File: src/rtl/piero_collector_if.sv
// Sample/record bundle between the piero encoder/decoder stage, the collector and its consumer.
// The master drives the samples and consumer ready; the slave (collector) returns the queued records.
interface piero_collector_if #(
  parameter int CNT_W = 8
);
  logic             STB;
  logic [1:0]       YA;
  logic             EA;
  logic [9:0]       YB;
  logic             EB;
  logic             OUT_RDY;
  logic             OUT_VLD;
  logic [1:0]       OUT_PRI;
  logic [3:0]       OUT_DIG;
  logic             FULL;
  logic [CNT_W-1:0] ERR_CNT;
  logic [CNT_W-1:0] DROP_CNT;

  modport master (
    output STB, YA, EA, YB, EB, OUT_RDY,
    input  OUT_VLD, OUT_PRI, OUT_DIG, FULL, ERR_CNT, DROP_CNT
  );

  modport slave (
    input  STB, YA, EA, YB, EB, OUT_RDY,
    output OUT_VLD, OUT_PRI, OUT_DIG, FULL, ERR_CNT, DROP_CNT
  );
endinterface

File: src/rtl/piero_collector.sv
// Captures piero encoder/decoder samples, validates them and queues {priority, digit}
// records in a first-word-fall-through FIFO, with saturating error/drop counters.
module piero_collector #(
  parameter int DEPTH = 4,
  parameter int CNT_W = 8
) (
  input  logic              CLK,
  input  logic              RSTN,
  piero_collector_if.slave  bus
);
  localparam int AW = $clog2(DEPTH);
  localparam logic [AW:0] DEPTH_C = (AW+1)'(DEPTH);

  function automatic logic is_onehot(input logic [9:0] v);
    return (v != '0) && ((v & (v - 10'd1)) == '0);
  endfunction

  function automatic logic [3:0] onehot_to_dig(input logic [9:0] v);
    logic [3:0] d;
    d = '0;
    for (int k = 0; k < 10; k++)
      if (v[k]) d = 4'(k);
    return d;
  endfunction

  function automatic logic [CNT_W-1:0] sat_inc(input logic [CNT_W-1:0] v);
    return (v == {CNT_W{1'b1}}) ? v : v + CNT_W'(1);
  endfunction

  // Stage 1: capture
  logic       vld_p1;
  logic [1:0] ya_p1;
  logic       ea_p1;
  logic [9:0] yb_p1;
  logic       eb_p1;

  always_ff @(posedge CLK or negedge RSTN) begin
    if (!RSTN) begin
      vld_p1 <= 1'b0;
      ya_p1  <= '0;
      ea_p1  <= 1'b0;
      yb_p1  <= '0;
      eb_p1  <= 1'b0;
    end else begin
      vld_p1 <= bus.STB;
      if (bus.STB) begin
        ya_p1 <= bus.YA;
        ea_p1 <= bus.EA;
        yb_p1 <= bus.YB;
        eb_p1 <= bus.EB;
      end
    end
  end

  // Stage 2: classify, then push / count on the next edge
  logic       onehot_p1;
  logic       err_p1;
  logic       good_p1;
  logic [5:0] rec_p1;

  assign onehot_p1 = is_onehot(yb_p1);
  assign err_p1    = vld_p1 && (eb_p1 || !onehot_p1);
  assign good_p1   = vld_p1 && !eb_p1 && onehot_p1 && ea_p1;
  assign rec_p1    = {ya_p1, onehot_to_dig(yb_p1)};

  logic [5:0]    mem [DEPTH];
  logic [AW-1:0] wr_ptr, rd_ptr;
  logic [AW:0]   count;
  logic          full, nonempty, push, pop, drop;

  assign full     = (count == DEPTH_C);
  assign nonempty = (count != '0);
  assign pop      = nonempty && bus.OUT_RDY;
  // A pop on the same edge frees a slot, so a full FIFO still accepts the record.
  assign push     = good_p1 && (!full || pop);
  assign drop     = good_p1 && full && !pop;

  always_ff @(posedge CLK) begin
    if (push) mem[wr_ptr] <= rec_p1;
  end

  always_ff @(posedge CLK or negedge RSTN) begin
    if (!RSTN) begin
      wr_ptr <= '0;
      rd_ptr <= '0;
      count  <= '0;
    end else begin
      if (push) wr_ptr <= wr_ptr + AW'(1);
      if (pop)  rd_ptr <= rd_ptr + AW'(1);
      case ({push, pop})
        2'b10:   count <= count + (AW+1)'(1);
        2'b01:   count <= count - (AW+1)'(1);
        default: count <= count;
      endcase
    end
  end

  logic [CNT_W-1:0] err_cnt, drop_cnt;

  always_ff @(posedge CLK or negedge RSTN) begin
    if (!RSTN) begin
      err_cnt  <= '0;
      drop_cnt <= '0;
    end else begin
      if (err_p1) err_cnt  <= sat_inc(err_cnt);
      if (drop)   drop_cnt <= sat_inc(drop_cnt);
    end
  end

  // Head is gated so that an empty FIFO presents zeros rather than stale storage.
  assign bus.OUT_VLD  = nonempty;
  assign bus.OUT_PRI  = nonempty ? mem[rd_ptr][5:4] : 2'b00;
  assign bus.OUT_DIG  = nonempty ? mem[rd_ptr][3:0] : 4'd0;
  assign bus.FULL     = full;
  assign bus.ERR_CNT  = err_cnt;
  assign bus.DROP_CNT = drop_cnt;
endmodule
File: src/flat_wrapper.sv
// flat-port wrapper written by rule: the top's interface ports become plain ports
module piero_collector_flat 
#(
  parameter int DEPTH = 4,
  parameter int CNT_W = 8
)
  (CLK, RSTN, bus_STB, bus_YA, bus_EA, bus_YB, bus_EB, bus_OUT_RDY, bus_OUT_VLD, bus_OUT_PRI, bus_OUT_DIG, bus_FULL, bus_ERR_CNT, bus_DROP_CNT);
  piero_collector_if #(.CNT_W(CNT_W)) bus_i ();
  input  logic CLK;
  input  logic RSTN;
  input wire logic [$bits(bus_i.STB)-1:0] bus_STB;
  input wire logic [$bits(bus_i.YA)-1:0] bus_YA;
  input wire logic [$bits(bus_i.EA)-1:0] bus_EA;
  input wire logic [$bits(bus_i.YB)-1:0] bus_YB;
  input wire logic [$bits(bus_i.EB)-1:0] bus_EB;
  input wire logic [$bits(bus_i.OUT_RDY)-1:0] bus_OUT_RDY;
  output wire logic [$bits(bus_i.OUT_VLD)-1:0] bus_OUT_VLD;
  output wire logic [$bits(bus_i.OUT_PRI)-1:0] bus_OUT_PRI;
  output wire logic [$bits(bus_i.OUT_DIG)-1:0] bus_OUT_DIG;
  output wire logic [$bits(bus_i.FULL)-1:0] bus_FULL;
  output wire logic [$bits(bus_i.ERR_CNT)-1:0] bus_ERR_CNT;
  output wire logic [$bits(bus_i.DROP_CNT)-1:0] bus_DROP_CNT;
  assign bus_i.STB = bus_STB;
  assign bus_i.YA = bus_YA;
  assign bus_i.EA = bus_EA;
  assign bus_i.YB = bus_YB;
  assign bus_i.EB = bus_EB;
  assign bus_i.OUT_RDY = bus_OUT_RDY;
  assign bus_OUT_VLD = bus_i.OUT_VLD;
  assign bus_OUT_PRI = bus_i.OUT_PRI;
  assign bus_OUT_DIG = bus_i.OUT_DIG;
  assign bus_FULL = bus_i.FULL;
  assign bus_ERR_CNT = bus_i.ERR_CNT;
  assign bus_DROP_CNT = bus_i.DROP_CNT;
  piero_collector #(.DEPTH(DEPTH), .CNT_W(CNT_W)) u_core (.CLK(CLK), .RSTN(RSTN), .bus(bus_i));
endmodule
File: config.mk
export PLATFORM = sky130hd
export DESIGN_NAME = piero_collector_flat
export DESIGN_NICKNAME = d
export VERILOG_FILES = /design/src/rtl/piero_collector_if.sv /design/src/rtl/piero_collector.sv /design/src/flat_wrapper.sv
export SDC_FILE = /design/constraint.sdc
export NUM_CORES = 1
export LEC_CHECK = 0
export CORE_ASPECT_RATIO = 0.8
export CORE_UTILIZATION = 45
export DETAILED_ROUTE_END_ITERATION = 10
export PLACE_DENSITY = 0.71
export SLEW_MARGIN = 15
export SYNTH_ARGS = -nofsm -noshare
export SYNTH_HDL_FRONTEND = slang
export SYNTH_SLANG_ARGS = --single-unit
File: constraint.sdc
create_clock -name CLK -period 2.47 [get_ports CLK]
set_input_delay 0.247 -clock CLK [delete_from_list [all_inputs] [get_ports CLK]]
set_output_delay 0.247 -clock CLK [all_outputs]
set_load 0.02 [all_outputs]
**Word level (Yosys, flattened, before mapping)**

Memories as Yosys holds them, arrays and structs flattened.
Cells that the tools add are included.

- Div/mod/pow operators: 0
- Bitwise logic cells: 3
- Muxes and demuxes: 14
- Reduce and logical (&&, ||, !) cells: 21
- Shift operators: 0
- Multiply operators: 0
- $add $sub $neg: 7
- Order comparisons: 0
- Equal/unequal tests: 5

Operators with widths:

| cell | number |
|---|---|
| $add 8x1->8 const B | 2 |
| $eq 8x8->1 const B | 2 |
| $mux 3 | 4 |
| $mux 4 | 3 |
| $and 10x10->10 | 1 |
| $logic_not 10->1 | 1 |
| $reduce_bool 10->1 | 1 |
| $sub 10x1->10 const B | 1 |
| $logic_and 1x1->1 | 9 |
| $mux 2 | 3 |
| $pmux 3 s2 | 1 |
| $add 2x1->2 const B | 2 |
| $logic_not 1->1 | 4 |
| $reduce_and 2->1 | 2 |
| $add 3x1->3 const B | 1 |
| $eq 3x3->1 const B | 1 |
| $mux 1 | 3 |
| $reduce_bool 3->1 | 1 |
| $sub 3x1->3 const B | 1 |
| $eq 2x1->1 const B | 1 |
| $eq 2x2->1 const B | 1 |
| $logic_or 1x1->1 | 2 |
| $not 1->1 | 2 |
| $reduce_bool 2->1 | 1 |

- Memories kept: 1
- Output and inout port bits: 24
- Bits in read-only memories: 0
- Bits in latches: 0
- Flip-flop bits (word level): 38
- Bits in writable memories: 24

Memory list:

| memory | words | width | read ports | clocked after Yosys merged registers in | write ports | line | source |
|---|---|---|---|---|---|---|---|
| u_core.mem | 4 | 6 | 1 | 0 | 1 | piero_collector.sv:66 | `logic [5:0] mem [DEPTH];` |

**Depth between registers and ports, before layout**

Gate-level depths: netlist of the first run.

- Word-level depth: 9
- Mapped depth: 11
- Mapped depth without buffers: 9

**Least setup slack after synthesis of the first run**

Ideal clock, no wire load.

- Path kind: register to register
- From: reg u_core.yb_p1[5]
- To: reg u_core.count[2]
- Path slack: -0.103 ns
- Path buffers: 1
- Cell stages (with the launch flop): 11
- Data required time: 2.390 ns
- Arrival time: 2.492 ns
- Library setup time: 0.080 ns
- Cells stage by stage: dfrtp_1 -> or2_1 -> a2111o_1 -> o211ai_4 -> and2_4 -> buf_6 -> nor2_1 -> fa_1 -> nand2b_1 -> o31a_1 -> o211ai_2

- Longest elaborated chain between the ends: 9
- Elaborated cells on any way between the ends: 12
- Those cells by class: add/sub (1); eq/ne (2); mux (1); bitwise (1); reduce/logical (7)

Ends and longest elaborated chain:

| element | line | source |
|---|---|---|
| start: declaration | piero_collector.sv:34 | `logic [9:0] yb_p1;` |
| start signal: assignment | piero_collector.sv:49 | `yb_p1 <= bus.YB;` |
| $sub 10x1->10 | piero_collector.sv:15 | `return (v != '0) && ((v & (v - 10'd1)) == '0);` |
| $and 10x10->10 | piero_collector.sv:15 |  |
| $logic_not 10->1 | piero_collector.sv:15 |  |
| $logic_and 1x1->1 (*) | piero_collector.sv:15 |  |
| $logic_and 1x1->1 (*) (2 in a row) | piero_collector.sv:63 | `assign good_p1 = vld_p1 && !eb_p1 && onehot_p1 && ea_p1;` |
| $logic_and 1x1->1 (*) | piero_collector.sv:75 | `assign push = good_p1 && (!full \|\| pop);` |
| $eq 2x1->1 / $eq 2x2->1 (equally long branches) | piero_collector.sv:90 | `case ({push, pop})` |
| $pmux 3 s2 / $reduce_bool 2->1 (equally long branches) | - |  |
| end signal: assignment | piero_collector.sv:91 | `2'b10: count <= count + (AW+1)'(1);` |
| end signal: assignment | piero_collector.sv:92 | `2'b01: count <= count - (AW+1)'(1);` |
| end signal: assignment | piero_collector.sv:93 | `default: count <= count;` |
| end: declaration | piero_collector.sv:68 | `logic [AW:0] count;` |

Mark *: on every way between the ends. The rest lies on a longest branch, timed or not.
A chain may end at the register's enable or synchronous reset.

**Worst setup path in the final report of the first run**

- From: reg u_core.yb_p1[2]
- To: reg u_core.count[2]

The elaborated chain is that of the path after synthesis.

==> metrics, run 1 <==
Cell Pwr Density=slightly above 900 mW/mm2; vias in the first global route=between 1500 and 2000; syn_area_per_cell=approximately 13 um2; final WL=between 5 and 6 mm; wire length per cell=15.2 um; Global Route Usage Sum=18.4%; Post-Synthesis Cells=approximately 220; antenna cell count=0; nets=around 300; FP Rows=25; sequential cell area fraction in the yosys report=between 50% and 60%; CP delay by family, top=adder cells; Gate power share=between 30% and 40%; Via density=about 5.2; Switching Fraction=between 30% and 40%; max incr delay on CP=~0.45 ns; reg2reg setup slack=around 0.084 ns; Final Skew=0.00704 ns; CTS tree=yes; final slew viol count=0; number of port buffers=roughly 40; Iter 0 DRT Violations=88; Residual DRC=0; Pint=roughly 2300 uW; largest net degree at the start of global routing=39; CTS max path bufs=2; worst path bufs/invs=0; non-filler cells, final=between 300 and 400; critical path cell sequence=maj3_2 > o31ai_4 > and4_1 > and2_4 > nor2_2 > fa_2 > nand2b_4 > o31a_1 > o211ai_2; gpl congestion=0.774; Setup crit end kind=flip-flop; max_cap viols=0; CP max FO=5; Area Growth Syn to Fin=27.0%; most frequent cells in the layout=clkdlybuf4s50_1, dfrtp_1, edfxtp_1; Post-synth EDFFs=24; Layout Utilization=between 60% and 70%; # H-tree levels=3; status=complete, no violations; Chip Height=approximately 74 um; Psw=1100 uW; clock sink count=a little over 60; Worst Max-Slew Pin Slew=~0.86 ns; Final WS setup=around 0.084 ns; min Tclk post-route=2.39 ns; Final Hold Fails=0; grt ovf=0; Initial Utilization=roughly 48%; RSZ-0062 raised after global routing=yes; Root Driver=clkbuf_8; period utilisation layout=between 90% and 100%; Mapped Nets=between 200 and 250; Worst Path Arrival=~2.7 ns; leading cell type in the layout, fill and taps excluded=clkdlybuf4s50_1; Total Die Area=0.00685 mm2; Final Setup Violations=0; clock power share=between 20% and 30%; Slew HR=42.7%; prevailing post-synth register cell=dfrtp_1; Post-DRT Antenna Nets=0; CP max-delay cell=dfrtp_2; f_max=between 400 and 500 MHz; Max VDD drop=between 0.4 and 0.5 mV; core area=roughly 0.006 mm2; Worst EP required=between 2 and 3 ns; Unique masters post-synth=between 40 and 50; Synth Warn #=0; placed inst area=0.00349 mm2; final instance area=0.00373 mm2; Leak Pwr=around 0.0014 uW; Initial DRT Pass Iterations=4; Setup CP Type=flip-flop to flip-flop; post-CTS setup buffers=0; share of layout cells above drive strength 1=about a quarter; fill cell count=between 400 and 500; dpl hpwl=between 3 and 4 mm; Placed Instances=roughly 350; #FFs+latches synth=62; hold crit path type=input pin to asynchronous set/reset pin; vias=1892; hold-fix buffers at CTS=0; Die W=between 90 and 100 um; global-route wire length before repair=between 9 and 10 mm; I/O Pins=42; CTS buffer count=9; Reg clk slew, reported paths=approximately 0.07 ns; DP Worst Slack=0.0374 ns; Worst setup SP type=flip-flop; Synth Cell Area=about 0.0029 mm2; sequential share of power=around two fifths; clk_lat worst skew=0.34 ns; initial antenna violation count=0; asr flop ratio synth=around three fifths; Power, Total=around 3400 uW
[worst paths after layout]
path | startpoint | endpoint | cells after the start
setup / recovery | u_core.yb_p1[2] | u_core.count[2] | 9
min in group CLK | bus_YB[2] | u_core.yb_p1[2] | 3
max in group asynchronous | RSTN | u_core.rd_ptr[0] | 1
hold / removal | RSTN | u_core.yb_p1[0] | 1
hold reg to reg | u_core.bus.DROP_CNT[6] | u_core.bus.DROP_CNT[6] | 1
setup reg to reg | u_core.yb_p1[2] | u_core.count[2] | 9
[area by class of cell]
cell class	count	area, um2	share of cell area (%)
tap	81	101	2.72
sequential	62	1680	45.0
timing repair buffer	51	484	13.0
inverter	9	33.8	0.906
multi-input combinational	143	1220	32.8
clock buffer	10	138	3.69
clock inverter	6	70.1	1.88
[layer usage]
| layer | wire (um) | global-route usage, % | vias up |
|---|---|---|---|
| met5 | 0 | 0 | - |
| met4 | 79 | 7.29 | 0 |
| met3 | 188 | 4.91 | 8 |
| met2 | 2620 | 30.2 | 38 |
| met1 | 2610 | 23.9 | 933 |
| li1 | - | - | 913 |
[stage by stage]
stage / hold slack (ns) / setup TNS [ns]
detailed placement: 0.429 / 0
global route: 0.0828 / -0.0122
CTS: 0.0514 / 0
global placement: 0.420 / 0
floorplan: -0.0486 / -0.0973
finish: 0.0224 / 0
[repair_timing]
item | 4_1_cts | 5_1_grt
endpoints found under the setup margin | 6 | 26
endpoints found under the hold margin | 0 | 0
gates resized for setup | 1 | 11
[synthesized netlist by cell type, drive strengths merged, types with 2 or more instances]
cell type	instances	area (um2)
a2111o	2	22.5
a21oi	6	30.0
and2	12	77.6
and3	2	12.5
and4	2	17.5
buf	3	26.3
clkbuf	6	22.5
dfrtp	38	951
edfxtp	24	721
ha	6	75.1
inv	9	33.8
mux2	14	158
mux4	6	135
nand2	14	55.1
nand2b	2	12.5
nand3	8	45.0
nand4	6	37.5
nor2	12	52.6
nor3	4	25.0
o211ai	4	53.8
o21ai	7	38.8
o21bai	2	15.0
or2	3	18.8
xnor2	12	105
xor2	7	61.3
[registers in the layout (all words and copies together), names as in the netlist]
name and cells:
u_core.mem 24, u_core.yb_p1 10, u_core.bus.DROP_CNT 8, u_core.bus.ERR_CNT 8
u_core.count 3, u_core.rd_ptr 2, u_core.wr_ptr 2, u_core.ya_p1 2
u_core.ea_p1 1, u_core.eb_p1 1, u_core.vld_p1 1
[cell families after synthesis]
| family | after synthesis | share of synthesized area (%) |
|---|---|---|
| muxes | 20 | 9.97 |
| and+or+nand+nor | 69 | 13.3 |
| AOI/OAI and AO/OA | 27 | 7.72 |
| adders and majority gates | 8 | 3.62 |
| DFF | 62 | 56.9 |
| buffers and inverters | 18 | 2.81 |
| xor gates and xnor gates | 19 | 5.67 |
[worst register-to-register path: cells and delay by family (launching register included)]
| family | cells | cell delay, ns |
|---|---|---|
| AO/OA/AOI/OAI | 3 | 0.61 |
| adder cells (fa/ha/maj) | 2 | 0.69 |
| flip-flops | 1 | 0.45 |
| AND/OR/NAND/NOR | 4 | 0.57 |
[power by group through the flow]
stage | clock (uW) | sequential [uW] | combinational [uW]
after detailed placement | 0 | 1410 | 1120
after CTS | 933 | 1390 | 1120
after floorplan | 0 | 1390 | 655
after global routing | 972 | 1420 | 1210
final | 903 | 1390 | 1120
after global placement | 0 | 1400 | 1090
No activity file was read; power rests on OpenSTA's default activity.
==> run 2, diff against run 1 <==
- CAP_MARGIN: not set -> 20
- HOLD_SLACK_MARGIN: not set -> 0.12
- PLACE_DENSITY: 0.71 -> not set
- PLACE_DENSITY_LB_ADDON: not set -> 0.05
==> run 2 against run 1 <==
Compared with the run above: worst hold slack improved by 0.45 ns; combinational power decreased by 4%; via count rose by 0.74%; largest power group unchanged; highest routed layer unchanged.
==> metrics, run 2 (same netlist as run 1, synthesis figures left out) <==
status=complete, no violations; R2R cell count=9 (unchanged); Switching Fraction=31.9% (-0.55 points); clock sink count=62 (unchanged); Psw=1060 uW (-4.1%); sequential share of power=42.1% (+1.4 points); Worst setup SP type=flip-flop; final slew viol count=0 (unchanged); hold crit path type=input pin to flip-flop; Iter 0 DRT Violations=101 (+15%); non-filler cells, final=366 (+1.1%); Cell Pwr Density=889 mW/mm2 (-2.6%); wire length per cell=14.3 um (-5.6%); antenna cell count=0 (unchanged); r2r startpoint=u_core.yb_p1[1]; Root Driver=clkbuf_8; global-route wire length before repair=9.05 mm (-2.8%); Layout Utilization=61.3% (+0.14 points); CP Capture Point=u_core.count[2]; FP Rows=25 (unchanged); largest net degree at the start of global routing=39 (unchanged); Slew HR=40.6% (-2.1 points); vias=1906 (+0.74%); leading cell type in the layout, fill and taps excluded=clkdlybuf4s50_1; RSZ-0062 raised after global routing=yes; Final Skew=0.00809 ns (+0.00105 ns); Leak Pwr=0.00146 uW (+1.3%); Worst EP required=2.67 ns (-0.06 ns); max reg flops=24 (unchanged); Placed Instances=346 (unchanged); CP max FO=4 (-1); Setup crit end kind=flip-flop; clock power share=25.4% (-1.1 points); Reg clk slew, reported paths=0.06 ns (about the same); initial antenna violation count=0 (unchanged); CTS tree=yes; Total Die Area=0.00685 mm2 (unchanged); Pint=2260 uW (-1.6%); Residual DRC=0 (unchanged); Gate power share=32.5% (-0.3 points); Final Setup Violations=0 (unchanged); gpl congestion=0.736 (-4.9%); clk_lat worst skew=0.33 ns (about the same); Top reg by flops=u_core.mem; share of layout cells above drive strength 1=25.6% (-0.36 points); period utilisation layout=96.7% (+0.13 points); most frequent cells in the layout=clkdlybuf4s50_1, dfrtp_1, edfxtp_1; CTS max path bufs=2 (unchanged); Worst Max-Slew Pin Slew=0.892 ns (+0.0315 ns); Chip Height=74.2 um (unchanged); Setup CP Type=flip-flop to flip-flop; Total Neg Setup Slack=0 ns (unchanged); number of port buffers=41 (unchanged); Global Route Usage Sum=17.9% (-0.57 points); max_cap viols=0 (unchanged); # H-tree levels=3 (unchanged); Crit Reg-Reg Endpoint=u_core.count[2]; min Tclk post-route=2.39 ns (+0.00329 ns); Max VDD drop=0.558 mV (+36%); I/O Pins=42 (unchanged); Via density=5.21 (-0.36%); largest registers=u_core.mem x24, u_core.yb_p1 x10; vias in the first global route=1820 (-4.7%); final WL=5.25 mm (-4.5%); Area Growth Syn to Fin=27.3%; core area=0.00610 mm2 (unchanged); Initial DRT Pass Iterations=4 (unchanged); Worst Path Arrival=2.59 ns (-0.06 ns); grt ovf=0 (unchanged); nets=305 (+1.3%); Post-DRT Antenna Nets=0 (unchanged); Die W=92.3 um (unchanged); Final Hold Fails=0 (unchanged); dpl hpwl=3.76 mm (-2.2%); f_max=418 MHz (-0.14%); reg2reg setup slack=0.08 ns (about the same); Critical Path Source=u_core.yb_p1[1]; Initial Utilization=48.1% (unchanged); CTS buffer count=9 (unchanged)
==> run 2: changes by cell type in the layout (fill, tap and decap cells not counted), moves of 3 or more <==
| cell | change |
|---|---|
| and2_1 | +3 |
| and2_2 | -3 |
| buf_4 | +4 |
| clkinv_2 | +3 |
| clkinvlp_4 | -3 |
==> run 2: worst max-delay path, cell delays in order (launching register included) <==
cell and delay (ns):
dfrtp_2 0.44, a2111o_1 0.47, o31ai_4 0.07, and4_1 0.24
and2_4 0.16, nor2_2 0.04, fa_2 0.37, nand2b_4 0.15
o211ai_1 0.22, o211ai_2 0.10
==> run 2: layout make-up <==
cell class	count	area [um2]
clock buffer	10	128
clock inverter	6	62.6
fill	509	2360
inverter	9	33.8
multi-input combinational	143	1220
sequential	62	1680
tap	81	101
timing repair buffer	55	513
==> run 2: metrics by stage <==
stage	hold WS [ns]	setup slack (ns)	cell area, um2	total power, uW
2_1_floorplan	-0.0486	-0.0589	2960	2050
3_3_place_gp	0.434	0.0787	3490	2470
3_5_place_dp	0.424	0.0196	3490	2480
4_1_cts	0.459	0.00886	3690	3340
5_1_grt	0.480	-0.0330	3740	3530
6_report	0.475	0.0804	3740	3320
==> run 2: timing repair <==
action	in CTS	in global routing
setup buffers	0	3
endpoints found under the hold margin	38	0
endpoints found under the setup margin	6	26
gates resized for setup	1	8
gates cloned	0	0
pin swaps	0	9
hold buffers	1	0
==> run 2: how the worst min path moves through the flow <==
| stage | from | endpoint | slack (ns) | cells past startpoint |
|---|---|---|---|---|
| after floorplan | RSTN | u_core.bus.DROP_CNT[0] | -0.05 | 0 |
| after global placement | RSTN | u_core.ya_p1[1] | 0.43 | 1 |
| after detailed placement | RSTN | u_core.ya_p1[1] | 0.42 | 1 |
| after CTS | bus_YB[2] | u_core.yb_p1[2] | 0.46 | 3 |
| after global routing | bus_YB[6] | u_core.yb_p1[6] | 0.48 | 3 |
| final | bus_YB[2] | u_core.yb_p1[2] | 0.48 | 3 |
==> run 2: power groups by stage <==
| stage | registers, uW | logic (uW) | clock network, uW |
|---|---|---|---|
| after floorplan | 1390 | 655 | 0 |
| after global placement | 1410 | 1050 | 0 |
| after detailed placement | 1420 | 1070 | 0 |
| after CTS | 1400 | 1070 | 874 |
| after global routing | 1430 | 1180 | 923 |
| final | 1400 | 1080 | 844 |
==> run 2: metal layers <==
metal / vias to the layer above / track usage, % / routed length, um
li1: 922 / - / -
met1: 928 / 25.6 / 2630
met2: 46 / 25.3 / 2290
met3: 10 / 5.01 / 232
met4: 0 / 8.85 / 93
met5: - / 0 / 0
==> run 3, diff against run 2 <==
- CORE_MARGIN: not set -> 2
- CTS_CLUSTER_SIZE: not set -> 24
==> run 3 against run 2 <==
Compared with the run above: clock power up 13%; clock skew up 0.0024 ns; utilization down 1.6 points; flip-flop and latch count unchanged; final area up 1.3%; setup slack worse by 0.045 ns; combinational power up 6%; maximum frequency down 1.9%; sequential power down 4%; count of clock-buffer cells in the layout up 1; sequential share of layout area down 0.69 points.
==> metrics, run 3 (same netlist as run 1, synthesis figures left out) <==
dpl hpwl=3.83 mm (+2.0%); sequential share of power=39.2% (-2.9 points); FP Rows=26 (+4.0%); f_max=411 MHz (-1.9%); Switching Fraction=30.5% (-1.4 points); Final Hold Fails=0 (unchanged); max_cap viols=0 (unchanged); Area Growth Syn to Fin=29.0%; Initial Utilization=46.3% (-1.9 points); fill cell count=536 (+5.3%); final WL=5.37 mm (+2.3%); Final Skew=0.0105 ns (+0.00242 ns); # H-tree levels=3 (unchanged); clock power share=27.8% (+2.4 points); final slew viol count=0 (unchanged); Global Route Usage Sum=16.7% (-1.2 points); Root Driver=clkbuf_8; reg2reg setup slack=0.04 ns (-0.05 ns); Chip Height=76.2 um (+2.7%); Multi-input gate area=0.00122 mm2 (-0.31%); RSZ-0062 raised after global routing=yes; Slew HR=44.0% (+3.4 points); Power, Total=3440 uW (+3.6%); I/O Pins=42 (unchanged); routing usage on met3=5.14% (+0.13 points); GR peak layer=met2; Setup crit end kind=flip-flop; clock sink count=62 (unchanged); hold crit path type=input pin to flip-flop; most frequent cells in the layout=clkdlybuf4s50_1, dfrtp_1, edfxtp_1; Setup CP Type=flip-flop to flip-flop; min-delay src=bus_YB[1]; Leak Pwr=0.00150 uW (+2.4%); Top reg by flops=u_core.mem; share of layout cells above drive strength 1=25.3% (-0.35 points); CTS tree=yes; gpl congestion=0.775 (+5.2%); number of port buffers=41 (unchanged); Final Setup Violations=0 (unchanged); Die W=94.3 um (+2.2%); Total Die Area=0.00719 mm2 (+4.9%); initial antenna violation count=0 (unchanged); period utilisation layout=98.6% (+1.8 points); largest registers=u_core.mem x24, u_core.yb_p1 x10; Iter 0 DRT Violations=56 (-45%); core area=0.00634 mm2 (+4.0%); max reg flops=24 (unchanged); status=complete, no violations; nets=309 (+1.3%); Worst Path Arrival=2.69 ns (+0.10 ns); clk_lat worst skew=0.34 ns (about the same); Post-DRT Antenna Nets=0 (unchanged); Psw=1050 uW (-1.0%); Gate power share=33.1% (+0.6 points); Max VDD drop=0.485 mV (-13%); Worst EP required=2.73 ns (+0.06 ns); Pint=2390 uW (+5.7%); Residual DRC=0 (unchanged); Worst Max-Slew Pin Slew=0.840 ns (-0.0511 ns); min Tclk post-route=2.43 ns (+0.0453 ns); antenna cell count=0 (unchanged); grt ovf=0 (unchanged); met1 GRT Util=22.7% (-2.9 points); GRT met2 Usage=24.6% (-0.65 points); Final WS setup=0.0352 ns (-0.0453 ns); CP max FO=5 (+1); Cell Pwr Density=909 mW/mm2 (+2.2%); leading cell type in the layout, fill and taps excluded=clkdlybuf4s50_1; register area=0.00168 mm2 (-0.22%); vias in the first global route=1916 (+5.3%); Via density=5.08 (-2.5%); CTS buffer count=9 (unchanged); Initial DRT Pass Iterations=4 (unchanged); DP Worst Slack=0.0573 ns (+0.0377 ns); wire length per cell=14.4 um (+0.41%); Reg clk slew, reported paths=0.06 ns (about the same); largest net degree at the start of global routing=39 (unchanged); Worst setup SP type=flip-flop; vias=1894 (-0.63%); r2r startpoint=u_core.yb_p1[2]; CTS max path bufs=2 (unchanged); Critical Path Source=u_core.yb_p1[2]; global-route wire length before repair=9.14 mm (+0.92%)
## run 3: cell type report
cell class	count	area share [%]
timing repair buffer	59	14.3
sequential	62	44.2
clock inverter	5	1.92
tap	84	2.78
inverter	9	0.892
multi-input combinational	143	32.1
clock buffer	11	3.73
## run 3: metal layers
layer	routed length, um	vias to the layer above
met5	0	-
met2	2410	33
met4	102	0
met1	2660	920
met3	196	11
li1	-	930
## run 3: path summary, 6_finish.rpt
check	to	cells past startpoint
max	u_core.count[2]	9
min reg2reg	u_core.bus.DROP_CNT[5]	1
min	u_core.yb_p1[1]	3
max reg2reg	u_core.count[2]	9
max in group asynchronous	u_core.yb_p1[3]	2
min in group asynchronous	u_core.bus.ERR_CNT[5]	2
## run 3: critical path, stage by stage (launching register included)
cell and delay [ns]:
dfrtp_2 0.45, maj3_2 0.34, o31ai_4 0.24, and4_1 0.26, and2_4 0.16, nor2_2 0.04, fa_2 0.35, nand2b_4 0.15
o31a_1 0.24, o211ai_2 0.13
## run 3: through the flow
step	setup TNS [ns]	hold slack (ns)	cell area, um2	std cells	utilization, %
2_1_floorplan	-0.0973	-0.0486	2960	223	-
3_3_place_gp	0	0.417	3540	355	55.8
3_5_place_dp	0	0.408	3540	355	55.8
4_1_cts	0	0.459	3760	372	59.3
5_1_grt	-0.117	0.505	3790	373	59.7
6_report	0	0.481	3790	373	59.7
## run 3: what timing repair did
| item | 4_1_cts | 5_1_grt |
|---|---|---|
| hold buffers | 1 | 0 |
| setup buffers | 0 | 1 |
| setup endpoints to repair | 0 | 14 |
| endpoints found under the hold margin | 38 | 0 |
| gates resized for setup | 0 | 7 |
## run 3: power by group through the flow
stage | combinational, uW | sequential, uW | clock [uW]
2_1_floorplan | 655 | 1390 | 0
3_3_place_gp | 1130 | 1370 | 0
3_5_place_dp | 1140 | 1370 | 0
4_1_cts | 1150 | 1350 | 985
5_1_grt | 1250 | 1370 | 1030
6_report | 1140 | 1350 | 956
